==> config.mk <==
export PLATFORM = sky130hd
export DESIGN_NAME = simd_result_serializer
export DESIGN_NICKNAME = d
export VERILOG_FILES = /design/src/rtl/simd_pkg.sv /design/src/rtl/simd_vec_fifo.sv /design/src/rtl/simd_result_serializer.sv
export SDC_FILE = /design/constraint.sdc
export NUM_CORES = 1
export LEC_CHECK = 0
export BUFFER_PORTS_ARGS = -buffer_cell sky130_fd_sc_hd__clkbuf_2
export CORE_MARGIN = 1
export CORE_UTILIZATION = 47
export DETAILED_ROUTE_END_ITERATION = 8
export PLACE_DENSITY = 0.68
export RECOVER_POWER = 50
export REMOVE_ABC_BUFFERS = 1
export SLEW_MARGIN = 0
export SYNTH_ARGS = -nofsm -noshare
export SYNTH_HDL_FRONTEND = slang
export SYNTH_HIERARCHICAL = 1
export SYNTH_SLANG_ARGS = --single-unit
==> constraint.sdc <==
create_clock -name clk -period 4.3 [get_ports clk]
set_input_delay 1.075 -clock clk [delete_from_list [all_inputs] [get_ports clk]]
set_output_delay 1.075 -clock clk [all_outputs]
set_load 0.05 [all_outputs]
==> src/rtl/simd_pkg.sv <==
`default_nettype none
// ============================================================================
// Module  : simd_pkg
// Brief   : Shared lane/vector types and serializer states for the SIMD path.
// Revision: 1.0 - initial release
// ============================================================================
package simd_pkg;

    localparam int c_LANES  = 4;
    localparam int c_LANE_W = 16;

    typedef logic [c_LANE_W-1:0] lane_t;
    typedef lane_t [c_LANES-1:0] vec_t;

    typedef enum logic [0:0] {
        IDLE = 1'b0,
        EMIT = 1'b1
    } ser_state_t;

endpackage : simd_pkg
`default_nettype wire

==> src/rtl/simd_vec_fifo.sv <==
`default_nettype none
// ============================================================================
// Module  : simd_vec_fifo
// Brief   : DEPTH-entry vector FIFO with combinational head read and count.
// Revision: 1.0 - initial release
// ============================================================================
module simd_vec_fifo #(
    parameter int W     = 64,
    parameter int DEPTH = 4
) (
    input  wire logic                       clk,
    input  wire logic                       rst,
    input  wire logic                       i_push,
    input  wire logic                       i_pop,
    input  wire logic [W-1:0]               i_wdata,
    output logic      [W-1:0]               o_rdata,
    output logic      [$clog2(DEPTH):0]     o_count
);

    localparam int c_AW = $clog2(DEPTH);
    localparam int c_CW = c_AW + 1;
    localparam logic [c_CW-1:0] c_FULL = c_CW'(DEPTH);

    logic [W-1:0]      r_mem [DEPTH];
    logic [c_AW-1:0]   r_wr_ptr;
    logic [c_AW-1:0]   r_rd_ptr;
    logic [c_CW-1:0]   r_count;
    logic              w_push;
    logic              w_pop;

    // Guard against overflow/underflow even if the caller misbehaves.
    assign w_push  = i_push && (r_count != c_FULL);
    assign w_pop   = i_pop  && (r_count != '0);
    assign o_rdata = r_mem[r_rd_ptr];
    assign o_count = r_count;

    always_ff @(posedge clk) begin
        if (w_push) begin
            r_mem[r_wr_ptr] <= i_wdata;
        end
    end

    always_ff @(posedge clk) begin
        if (rst) begin
            r_wr_ptr <= '0;
            r_rd_ptr <= '0;
            r_count  <= '0;
        end else begin
            if (w_push) begin
                r_wr_ptr <= r_wr_ptr + 1'b1;
            end
            if (w_pop) begin
                r_rd_ptr <= r_rd_ptr + 1'b1;
            end
            case ({w_push, w_pop})
                2'b10:   r_count <= r_count + 1'b1;
                2'b01:   r_count <= r_count - 1'b1;
                default: r_count <= r_count;
            endcase
        end
    end

endmodule : simd_vec_fifo
`default_nettype wire

==> src/rtl/simd_result_serializer.sv <==
`default_nettype none
// ============================================================================
// Module  : simd_result_serializer
// Brief   : Buffers SIMD result vectors and streams them out lane by lane.
// Revision: 1.0 - initial release
// ============================================================================
module simd_result_serializer
    import simd_pkg::*;
#(
    parameter int LANES  = c_LANES,
    parameter int LANE_W = c_LANE_W,
    parameter int DEPTH  = 4
) (
    input  wire logic                        clk,
    input  wire logic                        rst,
    input  wire logic                        enable,
    input  wire logic                        in_valid,
    output logic                             in_ready,
    input  wire logic [LANES*LANE_W-1:0]     in_data,
    output logic                             out_valid,
    input  wire logic                        out_ready,
    output logic      [LANE_W-1:0]           out_data,
    output logic      [$clog2(LANES)-1:0]    out_lane,
    output logic                             out_last,
    output logic      [$clog2(DEPTH):0]      vec_count
);

    localparam int c_LW = $clog2(LANES);
    localparam int c_CW = $clog2(DEPTH) + 1;
    localparam logic [c_LW-1:0] c_LAST_LANE = c_LW'(LANES - 1);
    localparam logic [c_CW-1:0] c_FULL      = c_CW'(DEPTH);
    localparam logic [c_CW-1:0] c_ONE       = c_CW'(1);

    ser_state_t           r_state;
    logic                 r_valid;
    logic [c_LW-1:0]      r_lane;
    logic                 r_last;

    logic [LANES*LANE_W-1:0] w_head;
    logic [LANE_W-1:0]       w_lanes [LANES];
    logic [c_CW-1:0]         w_count;
    logic [c_LW-1:0]         w_lane_nxt;
    logic                    w_in_ready;
    logic                    w_push;
    logic                    w_pop;
    logic                    w_more;

    assign w_in_ready = enable && !rst && (w_count != c_FULL);
    assign w_push     = in_valid && w_in_ready;
    assign w_pop      = r_valid && out_ready && r_last;
    // A vector remains after this pop if another is queued or one arrives now.
    assign w_more     = (w_count != c_ONE) || w_push;
    assign w_lane_nxt = r_lane + 1'b1;

    simd_vec_fifo #(
        .W     (LANES * LANE_W),
        .DEPTH (DEPTH)
    ) u_fifo (
        .clk     (clk),
        .rst     (rst),
        .i_push  (w_push),
        .i_pop   (w_pop),
        .i_wdata (in_data),
        .o_rdata (w_head),
        .o_count (w_count)
    );

    for (genvar g = 0; g < LANES; g++) begin : g_lane_unpack
        assign w_lanes[g] = w_head[g*LANE_W +: LANE_W];
    end

    always_ff @(posedge clk) begin
        if (rst) begin
            r_state <= IDLE;
            r_valid <= 1'b0;
            r_lane  <= '0;
            r_last  <= 1'b0;
        end else begin
            case (r_state)
                IDLE: begin
                    if (w_push) begin
                        r_state <= EMIT;
                        r_valid <= 1'b1;
                        r_lane  <= '0;
                        r_last  <= (c_LAST_LANE == '0);
                    end
                end
                EMIT: begin
                    if (out_ready) begin
                        if (r_last) begin
                            r_lane <= '0;
                            r_last <= (c_LAST_LANE == '0);
                            if (!w_more) begin
                                r_state <= IDLE;
                                r_valid <= 1'b0;
                            end
                        end else begin
                            r_lane <= w_lane_nxt;
                            r_last <= (w_lane_nxt == c_LAST_LANE);
                        end
                    end
                end
                default: begin
                    r_state <= IDLE;
                    r_valid <= 1'b0;
                end
            endcase
        end
    end

    assign in_ready  = w_in_ready;
    assign out_valid = r_valid;
    assign out_lane  = r_lane;
    assign out_last  = r_valid && r_last;
    assign out_data  = r_valid ? w_lanes[r_lane] : '0;
    assign vec_count = w_count;

endmodule : simd_result_serializer
`default_nettype wire
[Word level (Yosys, flattened, before mapping)]
Memories as Yosys holds them, arrays and structs flattened. A register that Yosys moved wholly into a read port is not among the register bits.
Index checks and enable logic that the tools add are counted.
Word-level totals
  RAM bits: 256
  bits in registers: 12
  output and inout bits: 24
  logic and storage cells: 66
  memories: 1
Memory list
  u_fifo.r_mem: words 4, bits a word 64, rd ports 1, clocked after Yosys merged registers in 1, wr ports 1, RTL line simd_vec_fifo.sv:24  | logic [W-1:0] r_mem [DEPTH];
Operators by class
  $lt $le $gt $ge: 1
  add/subtract/negate cells: 5
  reduce and logical (&&, ||, !) cells: 14
  bitwise gates (word level): 2
  equality and inequality tests: 9
  muxes and demuxes: 27
Operators by type and width (number)
  two-way mux 16 bit: 3
  binary-select mux 16 bit (select 2 bit): 1
  two-way mux 1 bit: 13
  two-way mux 2 bit: 5
  logical AND 1 bit: 8
  adder 2 x 1 -> 2 bit, second input constant: 3
  case mux 1 bit (2 select lines): 3
  case mux 3 bit (2 select lines): 1
  equality test 2 bit, second input constant: 2
  != test 2 x 1 -> 1 bit, second input constant: 2
  != test 2 bit, second input constant: 2
  case mux 2 bit (2 select lines): 1
  AND reduction 4 bit: 1
  adder 3 x 1 -> 3 bit, second input constant: 1
  greater-or-equal comparator 3 bit, second input constant: 1
  != test 3 x 1 -> 1 bit, second input constant: 1
  != test 3 bit, second input constant: 1
  inverter 2 -> 3 bit: 1
  nonzero test 3 bit: 1
  subtractor 3 x 1 -> 3 bit, second input constant: 1
  equality test 2 x 1 -> 1 bit, second input constant: 1
  AND reduction 2 bit: 1
  nonzero test 2 bit: 1
  zero test 1 bit: 1
  2 further kinds: 2

[Depth between registers and ports, before layout]
Gate-level depths: netlist of run 1.
  word-level depth: 9
  gate-level depth with buffers: 11
  depth with buffers taken out: 11

[By module]
Netlist of run 1, hierarchy kept.
By module, submodules not included
  simd_vec_fifo: instances 1, cells an instance 384, sequential area each 7867.5 um^2, area each 9786.9 um^2
  simd_result_serializer: instances 1, cells an instance 69, sequential area each 100.1 um^2, area each 810.8 um^2

[Worst setup path after synthesis of run 1]
Ideal clock, no wire load.
  path kind: input port to flip-flop
  from: input rst
  to: memory u_fifo.r_mem[0][0] (enable)
  library setup time: 0.429 ns
  slack: 0.681 ns
  path buffers: 0
  cell stages on the path: 4
  arrival time: 3.190 ns
  path through: and4bb_2 inv_1 a31oi_4 and2_1
On the way
  longest elaborated chain between the ends: 7
RTL lines
  start: declaration: RTL line simd_result_serializer.sv:15  | input wire logic rst,
  zero test 1 bit: RTL line simd_result_serializer.sv:48  | assign w_in_ready = enable && !rst && (w_count != c_FULL);
  logical AND 1 bit (2 in a row): RTL line simd_result_serializer.sv:48
  logical AND 1 bit: RTL line simd_result_serializer.sv:49  | assign w_push = in_valid && w_in_ready;
  logical AND 1 bit: RTL line simd_vec_fifo.sv:32  | assign w_push = i_push && (r_count != c_FULL);
  two-way mux 1 bit: RTL line simd_vec_fifo.sv:38  | if (w_push) begin
  two-way mux 1 bit (not written as such): RTL line simd_vec_fifo.sv:39  | r_mem[r_wr_ptr] <= i_wdata;
  end: declaration: RTL line simd_vec_fifo.sv:24
No other way between the ends.

==> summary.txt, run 1 <==
Outcome
  • Run status: finished with violations
  • Failing checks: DRC

Yosys
  • Post-synth EDFFs: 256
  • Number of synthesized register bits: 270
  • Dominant cells by area after synthesis: edfxtp_1, mux4_2, mux4_1, dfxtp_1, buf_12
  • Synth area leader: edfxtp_1
  • Yosys cell types: 37
  • Avg Cell Area, Syn: 23.4 sq um
  • Mapped cell area: 10600 sq um
  • Yosys warnings: 6
  • Synth Instances: 453
  • Top cell type's share of synthesized area: 0.725
  • Synth Flop Type: edfxtp_1
  • Seq/Total Area, Yosys: 0.752
  • Async set-reset flop share out of synthesis: 0

Finish
  • P&R area growth vs syn: 15.3%
  • Leading cell types in the layout, fill and taps excluded: edfxtp_1, clkbuf_1, mux4_2, clkbuf_16, clkbuf_2
  • Final #Nets: 640
  • Most common cell after layout, fill and taps aside: edfxtp_1
  • Share of cells above drive strength 1: 0.254
  • Post-Layout Cell Count: 866
  • Fillers: about 1700
  • N_diodes: 0

Power and ir drop
  • Leak: 3.80 nW
  • Pwr dens: 455 nW/um^2
  • Peak VDD IR: 0.000327 V

Job
  • Max_cap viols: 0

Setup path
  • Worst Path Required: approximately 3200 ps
  • CP endpoint kind: output pin
  • Setup crit start kind: register
  • R2r setup slk: approximately 850 ps
  • WS Path Type: register to output pin
  • Critical path arrival: 2740 ps
  • Crit path max fanout: 34

STA
  • Max-slew headroom: 0.0225
  • Setup Viol. Count Final: 0
  • Setup Skew: 8.48 ps
  • Final min period: 3820 ps
  • RSZ-0062 raised after global routing: false
  • Worst-Margin Slew: 1470 ps
  • Fmax: 262 MHz
  • Final Hold Vio Count: 0
  • Fin. max-slew vios: 0
  • Final Cycle Share: 0.888
  • Setup ws final: approximately 480 ps

GRT
  • Vias in the first global route: 5311
  • Initial antenna violation count: 0
  • Largest net degree at the start of global routing: 42
  • Congestion Overflow GR: 0
  • Global-route wire length before repair: ~30000 um
  • All-layer global routing usage: 0.168

Floorplan
  • Total core area: 22000 sq um
  • Num ports: 93
  • Die Y: 152 um
  • Die ar.: 23200 sq um
  • Row count: 54
  • Die width: 152 um
  • Initial Util: 0.483

Place
  • Cells after DPL: slightly above 800
  • HPWL Detailed: between 10000 and 15000 um
  • Place WS: ~990 ps
  • Placer Congestion: between 0.7 and 0.8
  • # port buffers: 92

Routing
  • Post-route DRC: 7
  • Initial drt markers: 293
  • Antenna-violating nets left: 0
  • Drt first pass iters: 7
  • Final WL: 18600 um
  • Wire length per cell: roughly 21 um
  • Via count: 4796
  • Avg Vias per Cell: about 5.5

CTS
  • CTS buffer count: 28
  • CTS tree: yes
  • # hold bufs at CTS: 0
  • Clk buf depth: 3
  • Clock Sinks: 270
  • Post_cts resized: 0
  • CTS clk-pin slew, worst paths: 60 ps
  • Clk Latency, worst-skew pair: 520 ps
  • Setup Fix Bufs, Post-CTS: 0
  • Clock root cell: clkbuf_16
  • Htree depth: 1

Hold path
  • Worst hold path class: register to register
-- flip-flops by register name, indices dropped and copies added, names as in the netlist, named ones only --
register and flops:
u_fifo/r_rd_ptr 2, u_fifo/o_count 3, u_fifo/r_mem 256, u_fifo/r_wr_ptr 2, r_last 1, out_valid 1, r_state 1, out_lane 2
-- power by group --
group	switching, W	internal, W
Clock	0.000937	0.00152
Combinational	0.000116	0.0000646
Sequential	0.0000156	0.00291
-- layout make-up --
class / count / area (sq um) / share of cell area
timing repair buffer: 101 / 528 / 0.0432
multi-input combinational: 153 / 2370 / 0.194
tap: 280 / 350 / 0.0287
sequential: 270 / 7980 / 0.653
clock buffer: 31 / 733 / 0.0600
inverter: 10 / 37.5 / 0.00307
clock inverter: 21 / 225 / 0.0184
-- worst max-delay path, cell delays in order, from the launching register on --
cell	delay (ps)
dfxtp_4	660
buf_12	290
mux4_2	330
mux4_1	480
and2_1	190
clkbuf_2	240
-- synth_stat cells, types with 3 or more instances --
library cell / instances
edfxtp_1: 256
mux4_2: 67
and2_1: 21
dfxtp_1: 14
mux4_1: 13
inv_1: 10
buf_2: 8
nor2_1: 8
buf_12: 7
ha_1: 6
nand3_1: 4
nor2b_1: 3
xor2_1: 3
-- routing by layer --
metal  up-vias  GRT usage  share of wire
li1       2143          -              -
met3        20     0.0353          0.061
met1      2500      0.218           0.41
met2       133      0.295           0.51
met5         -          0              0
met4         0     0.0360          0.016
-- logic make-up (layout without fill, tap and decap cells) --
| kind of cell | Yosys count | count (layout) | share of synthesized area |
|---|---|---|---|
| multiplexers | 82 | 82 | 0.177 |
| adder cells (fa/ha/maj) | 7 | 7 | 0.00897 |
| AND/OR/NAND/NOR | 49 | 49 | 0.0270 |
| buffers and inverters | 30 | 163 | 0.0238 |
| AO/OA/AOI/OAI | 11 | 11 | 0.00838 |
| flip-flops | 270 | 270 | 0.752 |
| XOR/XNOR | 4 | 4 | 0.00331 |
-- per-stage QoR --
stage               power (W)  area, sq um  hold WS, ps  setup TNS, ps  utilization
floorplan             0.00308        10400          481         -14600            -
global placement      0.00316        11400          495              0        0.518
detailed placement    0.00317        11400          527              0        0.518
CTS                   0.00563        12300          551              0        0.561
global route          0.00574        12200          579              0        0.557
finish                0.00556        12200          542              0        0.557
-- path summary, 6_finish.rpt --
path	from	end	depth (start not counted)
max	register	out_data[2]	5
min	u_fifo/r_rd_ptr[0]	register	2
max reg2reg	u_fifo/o_count[0]	u_fifo/r_mem[1][32]	6
min reg2reg	u_fifo/r_rd_ptr[0]	register	2
(Power assumes the default switching activity.)
==> run 2: changes to the inputs <==
--- a/config.mk
+++ b/config.mk
@@ -6,10 +6,14 @@
 export NUM_CORES = 1
 export LEC_CHECK = 0
 export BUFFER_PORTS_ARGS = -buffer_cell sky130_fd_sc_hd__clkbuf_2
+export CELL_PAD_IN_SITES_DETAIL_PLACEMENT = 0
+export CELL_PAD_IN_SITES_GLOBAL_PLACEMENT = 1
 export CORE_MARGIN = 1
 export CORE_UTILIZATION = 47
+export CTS_CLUSTER_DIAMETER = 30
 export DETAILED_ROUTE_END_ITERATION = 8
-export PLACE_DENSITY = 0.68
+export GPL_ROUTABILITY_DRIVEN = 0
+export PLACE_DENSITY = 0.75
 export RECOVER_POWER = 50
 export REMOVE_ABC_BUFFERS = 1
 export SLEW_MARGIN = 0
==> summary.txt, run 2 (synthesis gave the netlist of run 1 again) <==
Power and ir drop
  • Clock network power share: 0.515 (+0.073)
  • Sw frac: 0.210 (+0.0179)
  • Flop pwr share: 0.456 (-0.070)
  • Leak: 4.03 nW (+6.0%)
  • PnR Total Power: 0.00642 W (+15%)
  • Pint: 0.00507 W (+13%)
  • Comb pwr share: 0.028 (-0.004)
  • Sw Pwr: 0.00135 W (+26%)
  • Peak VDD IR: 0.000373 V (+14%)
  • Pwr dens: 504 nW/um^2 (+11%)

CTS
  • CTS clk-pin slew, worst paths: 50 ps (about the same)
  • Post_cts resized: 0 (unchanged)
  • # hold bufs at CTS: 0 (unchanged)
  • CTS buffer count: 46 (+64%)
  • Htree depth: 2 (+1)
  • CTS tree: yes
  • Clock root cell: clkbuf_16
  • Clk Latency, worst-skew pair: 530 ps (about the same)
  • Setup Fix Bufs, Post-CTS: 0 (unchanged)
  • Clk buf depth: 3 (unchanged)
  • Clock Sinks: 270 (unchanged)

Place
  • HPWL Detailed: 11000 um (+3.6%)
  • # port buffers: 92 (unchanged)

Routing
  • Avg Vias per Cell: 5.50 (-0.72%)
  • Final WL: 19400 um (+4.1%)
  • Initial drt markers: 342 (+17%)
  • Wire length per cell: 21.5 um (-0.18%)
  • Drt first pass iters: 6 (-1)
  • Via count: 4965 (+3.5%)
  • Post-route DRC: 14 (+7)
  • Antenna-violating nets left: 0 (unchanged)

Setup path
  • Worst Path Required: 3220 ps (about the same)
  • WS Path Type: register to output pin
  • Crit path max fanout: 21 (-38%)
  • CP max stage cell: dfxtp_4
  • CP endpoint kind: output pin
  • Top Family by Delay on Critical Path: multiplexers
  • Worst path cell trace: buf_4, mux4_2, mux4_1, and2_1, clkbuf_2
  • Setup crit start kind: register
  • Critical path arrival: 2990 ps (+250 ps)
  • Buf+Inv Stages, Crit Path: 2 (unchanged)
  • Crit-path max cell delay: 620 ps (-40 ps)

Floorplan
  • Die ar.: 23200 sq um (unchanged)
  • Total core area: 22000 sq um (unchanged)
  • Initial Util: 0.483 (unchanged)
  • Die width: 152 um (unchanged)
  • Row count: 54 (unchanged)
  • Die Y: 152 um (unchanged)
  • Num ports: 93 (unchanged)

Finish
  • Max FFs per register: 256 (unchanged)
  • Post-layout util: 0.579 (+0.0227)
  • Leading cell types in the layout, fill and taps excluded: edfxtp_1, clkbuf_1, mux4_2, clkbuf_16, clkbuf_2
  • Share of cells above drive strength 1: 0.300 (+0.0453)
  • Final #Nets: 659 (+3.0%)
  • Fillers: 1629 (-1.8%)
  • P&R area growth vs syn: 20.0%
  • Biggest register: u_fifo/r_mem
  • Most common cell after layout, fill and taps aside: edfxtp_1

GRT
  • Vias in the first global route: 5403 (+1.7%)
  • Largest net degree at the start of global routing: 40 (-4.8%)
  • Congestion Overflow GR: 0 (unchanged)
  • All-layer global routing usage: 0.174 (+0.00621)
  • Global-route wire length before repair: 30500 um (+3.2%)
  • Initial antenna violation count: 2 (+2)

STA
  • Final Hold Vio Count: 0 (unchanged)
  • Final min period: 4060 ps (+243 ps)
  • RSZ-0062 raised after global routing: false
  • Fin. max-slew vios: 29 (+29)
  • Fmax: 246 MHz (-6.0%)
  • Worst-Margin Slew: 1580 ps (+113 ps)
  • Setup Skew: 22.8 ps (+14.3 ps)
  • Max-slew headroom: -0.0526 (-0.0751)
  • Setup Viol. Count Final: 0 (unchanged)
  • Final Cycle Share: 0.944 (+0.0565)

Hold path
  • Worst hold path class: register to register

Outcome
  • Run status: finished with violations
  • Failing checks: DRC, capacitance limit, slew limit

Job
  • Max_cap viols: 1 (+1)
-- run 2: power groups by stage --
stage               clock, W  combinational [W]  sequential, W
finish               0.00331           0.000181        0.00293
global route         0.00348           0.000198        0.00293
CTS                  0.00337           0.000195        0.00293
detailed placement         0           0.000194        0.00298
global placement           0           0.000185        0.00298
floorplan                  0          0.0000918        0.00298
-- run 2: final timing paths --
check                     start                  end  slack (ps)  depth (start not counted)
max                    register          out_data[4]         240                          5
min          u_fifo/r_rd_ptr[1]             register         530                          2
max reg2reg   u_fifo/o_count[0]  u_fifo/r_mem[0][53]         840                          6
min reg2reg  u_fifo/r_rd_ptr[1]             register         530                          2
-- run 2: area by class of cell --
type / instances / area (sq um) / share of cell area
Antenna cell: 2 / 5.00 / 0.000393
Tap cell: 280 / 350 / 0.0275
Multi-Input combinational cell: 153 / 2370 / 0.186
Clock buffer: 53 / 1210 / 0.0949
Clock inverter: 33 / 251 / 0.0198
Sequential cell: 270 / 7980 / 0.627
Timing Repair Buffer: 102 / 522 / 0.0410
Inverter: 10 / 37.5 / 0.00295
-- run 2: per-stage QoR --
step | cell area (sq um) | std cells | hold WS (ps) | setup slack, ps | TNS (ps)
floorplan | 10400 | 433 | 481 | -926 | -14600
global placement | 11400 | 815 | 495 | 745 | 0
detailed placement | 11400 | 815 | 516 | 728 | 0
CTS | 12800 | 901 | 530 | 158 | 0
global route | 12700 | 901 | 546 | 81.2 | 0
finish | 12700 | 903 | 534 | 239 | 0
-- run 2: layer usage --
layer | part of all wire | up-vias | wire length, um | GRT usage
met5 | 0.00067 | - | 13 | 0
met4 | 0.014 | 2 | 264 | 0.0491
li1 | - | 2202 | - | -
met3 | 0.081 | 31 | 1560 | 0.0484
met1 | 0.42 | 2564 | 8090 | 0.238
met2 | 0.49 | 166 | 9440 | 0.278
-- run 2: worst min-delay path, stage by stage, from the launching register on --
cell	delay, ps
dfxtp_1	320
xor2_1	70
nor2_1	110
==> run 3: changes to the inputs <==
--- a/config.mk
+++ b/config.mk
@@ -6,6 +6,7 @@
 export NUM_CORES = 1
 export LEC_CHECK = 0
 export BUFFER_PORTS_ARGS = -buffer_cell sky130_fd_sc_hd__clkbuf_2
+export CAP_MARGIN = 20
 export CELL_PAD_IN_SITES_DETAIL_PLACEMENT = 0
 export CELL_PAD_IN_SITES_GLOBAL_PLACEMENT = 1
 export CORE_MARGIN = 1
@@ -13,11 +14,10 @@
 export CTS_CLUSTER_DIAMETER = 30
 export DETAILED_ROUTE_END_ITERATION = 8
 export GPL_ROUTABILITY_DRIVEN = 0
-export PLACE_DENSITY = 0.75
+export PLACE_DENSITY = 0.76
 export RECOVER_POWER = 50
 export REMOVE_ABC_BUFFERS = 1
 export SLEW_MARGIN = 0
 export SYNTH_ARGS = -nofsm -noshare
 export SYNTH_HDL_FRONTEND = slang
-export SYNTH_HIERARCHICAL = 1
 export SYNTH_SLANG_ARGS = --single-unit
==> constraint.sdc (replaced) <==
create_clock -name clk -period 3.8 [get_ports clk]
set_input_delay 0.95 -clock clk [delete_from_list [all_inputs] [get_ports clk]]
set_output_delay 0.95 -clock clk [all_outputs]
set_load 0.05 [all_outputs]
==> summary.txt, run 3 <==
Setup path
  • WS Path Type: register to output pin
  • Setup crit start kind: register
  • CP endpoint kind: output pin
  • Critical path arrival: 2630 ps (-360 ps)
  • Worst Path Required: 2850 ps (-370 ps)
  • Crit path max fanout: 20 (-4.8%)

STA
  • Final Hold Vio Count: 0 (unchanged)
  • Fmax: 279 MHz
  • Setup Skew: 14.5 ps (-8.29 ps)
  • Final setup TNS: 0 ps (unchanged)
  • Max-slew headroom: 0.0592 (+0.112)
  • Final Cycle Share: 0.943
  • Final min period: 3580 ps
  • Fin. max-slew vios: 0 (-100%)
  • Worst-Margin Slew: 1410 ps (-168 ps)
  • RSZ-0062 raised after global routing: false
  • Setup Viol. Count Final: 0 (unchanged)

Finish
  • Most common cell after layout, fill and taps aside: edfxtp_1
  • P&R area growth vs syn: 22.8%
  • Post-Layout Cell Count: 985 (+9.1%)
  • Final #Nets: 747 (+13%)
  • Post-route cell area: 13000 sq um (+2.1%)
  • Max FFs per register: 256 (unchanged)
  • Biggest register: u_fifo.r_mem
  • Leading cell types in the layout, fill and taps excluded: edfxtp_1, clkbuf_1, mux2i_1, clkbuf_16, mux4_2
  • Share of cells above drive strength 1: 0.234 (-0.0655)
  • N_diodes: 0 (-2)
  • Post-layout util: 0.592 (+0.0124)

Yosys
  • Yosys warnings: 0 (-6)
  • Synth Flop Type: edfxtp_1
  • Async set-reset flop share out of synthesis: 0 (unchanged)
  • Post-synth EDFFs: 256 (unchanged)
  • Mapped cell area: 10600 sq um (-0.15%)
  • Synth area leader: edfxtp_1
  • Yosys cell types: 37 (unchanged)
  • Post-synth top cells: edfxtp_1, mux2i_1, mux4_2
  • Synth Instances: 535 (+18%)
  • Avg Cell Area, Syn: 19.8 sq um (-15%)
  • Top cell type's share of synthesized area: 0.726 (+0.00112)
  • Dominant cells by area after synthesis: edfxtp_1, mux4_2, mux2i_1, dfxtp_1, ha_1
  • Most frequent cell after synthesis: edfxtp_1
  • Seq/Total Area, Yosys: 0.753 (+0.00116)
  • Number of synthesized register bits: 270 (unchanged)

Power and ir drop
  • Pint: 0.00632 W (+25%)
  • Flop pwr share: 0.423 (-0.033)
  • Leak: 4.22 nW (+4.8%)
  • Peak VDD IR: 0.000440 V (+18%)
  • Clock network power share: 0.554 (+0.039)
  • Sw Pwr: 0.00151 W (+12%)
  • Pwr dens: 603 nW/um^2 (+20%)
  • Comb pwr share: 0.024 (-0.004)
  • Sw frac: 0.193 (-0.0175)

Floorplan
  • Total core area: 22000 sq um (unchanged)
  • Die ar.: 23100 sq um (-0.15%)
  • Initial Util: 0.482 (-0.000741)
  • Die width: 152 um (about the same)
  • Die Y: 152 um (about the same)
  • Num ports: 93 (unchanged)
  • Row count: 54 (unchanged)

GRT
  • All-layer global routing usage: 0.184 (+0.00992)
  • Global-route wire length before repair: 32400 um (+6.2%)
  • Congestion Overflow GR: 0 (unchanged)
  • Vias in the first global route: 5820 (+7.7%)
  • Largest net degree at the start of global routing: 47 (+18%)
  • Initial antenna violation count: 0 (-2)

Routing
  • Drt first pass iters: 7 (+1)
  • Post-route DRC: 4 (-10)
  • Wire length per cell: 20.8 um (-3.3%)
  • Final WL: 20400 um (+5.5%)
  • Avg Vias per Cell: 5.46 (-0.66%)
  • Initial drt markers: 334 (-2.3%)
  • Via count: 5380 (+8.4%)
  • Antenna-violating nets left: 0 (unchanged)

Outcome
  • Run status: finished with violations
  • Failing checks: DRC

CTS
  • CTS buffer count: 48 (+4.3%)
  • Htree depth: 2 (unchanged)
  • Post_cts resized: 0 (unchanged)
  • # hold bufs at CTS: 0 (unchanged)
  • Clk buf depth: 3 (unchanged)
  • Clk Latency, worst-skew pair: 520 ps (about the same)
  • CTS tree: yes
  • Clock root cell: clkbuf_16
  • Clock Sinks: 270 (unchanged)
  • CTS clk-pin slew, worst paths: 50 ps (about the same)
  • Setup Fix Bufs, Post-CTS: 0 (unchanged)

Hold path
  • Worst hold path class: register to register

Place
  • Cells after DPL: 898 (+10%)
  • HPWL Detailed: 12200 um (+11%)
  • DP Area: 11400 sq um (+0.42%)
  • # port buffers: 92 (unchanged)

Job
  • Max_cap viols: 0 (-1)
==> run 3: cell count changes in the layout (fill, tap and decap cells not counted), moves of 8 or more <==
| cell | before | now |
|---|---|---|
| buf_4 | 3 | 12 |
| mux4_2 | 67 | 39 |
| o21ai_0 | 2 | 19 |
| a22oi_1 | 0 | 9 |
| mux4_1 | 13 | 3 |
| mux2i_1 | 1 | 55 |
| a221oi_1 | 0 | 10 |
| bufinv_16 | 1 | 9 |
| and2_1 | 18 | 4 |
| nand2_1 | 2 | 19 |
| a21oi_1 | 2 | 12 |
==> run 3: through the flow <==
stage	hold WS (ps)	setup slack (ps)	total power, W
finish	528	215	0.00783
global route	556	54.0	0.00805
CTS	529	132	0.00791
detailed placement	520	695	0.00356
global placement	507	715	0.00355
floorplan	481	-2300	0.00346
==> run 3: cell families after synthesis <==
| family | Yosys count | synth area share |
|---|---|---|
| muxes | 97 | 0.142 |
| xor gates and xnor gates | 5 | 0.00414 |
| AOI/OAI and AO/OA | 70 | 0.0438 |
| and+or+nand+nor | 48 | 0.0225 |
| DFF | 270 | 0.753 |
| buffers and inverters | 35 | 0.0223 |
| adders and majority gates | 10 | 0.0118 |
==> run 3: worst max-delay path: stages (launching register included) <==
cell and delay, ps:
dfxtp_4 470, buf_4 400, mux4_2 550, o21ai_0 250, o21ai_0 170, clkbuf_2 270
==> run 3: cell type report <==
type	count	area (sq um)
flip-flops and latches	270	7970
fillers	1633	8970
well taps	280	350
multi-input cells	230	2380
repair buffers	110	588
clock inverters	31	414
inverters	8	30.0
clock buffers	56	1250
==> run 3: path summary, 6_finish.rpt <==
| kind | start | endpoint | slack [ps] | cells after the start |
|---|---|---|---|---|
| worst min-delay path | r_state | r_state | 530 | 2 |
| worst max register to register | u_fifo.o_count[0] | u_fifo.r_mem[2][57] | 750 | 6 |
| worst max-delay path | register | out_data[11] | 220 | 5 |
| worst min register to register | r_state | r_state | 530 | 2 |
==> run 3: per-layer routing <==
layer	GRT usage	part of all wire
met5	0	0
met1	0.226	0.41
met2	0.323	0.51
met4	0.0588	0.019
met3	0.0436	0.063
==> run 3: power groups by stage <==
stage               clock, W  sequential (W)  combinational, W
finish               0.00434         0.00331          0.000186
global route         0.00454         0.00331          0.000204
CTS                  0.00441         0.00331          0.000197
detailed placement         0         0.00337          0.000196
global placement           0         0.00336          0.000190
floorplan                  0         0.00338         0.0000826
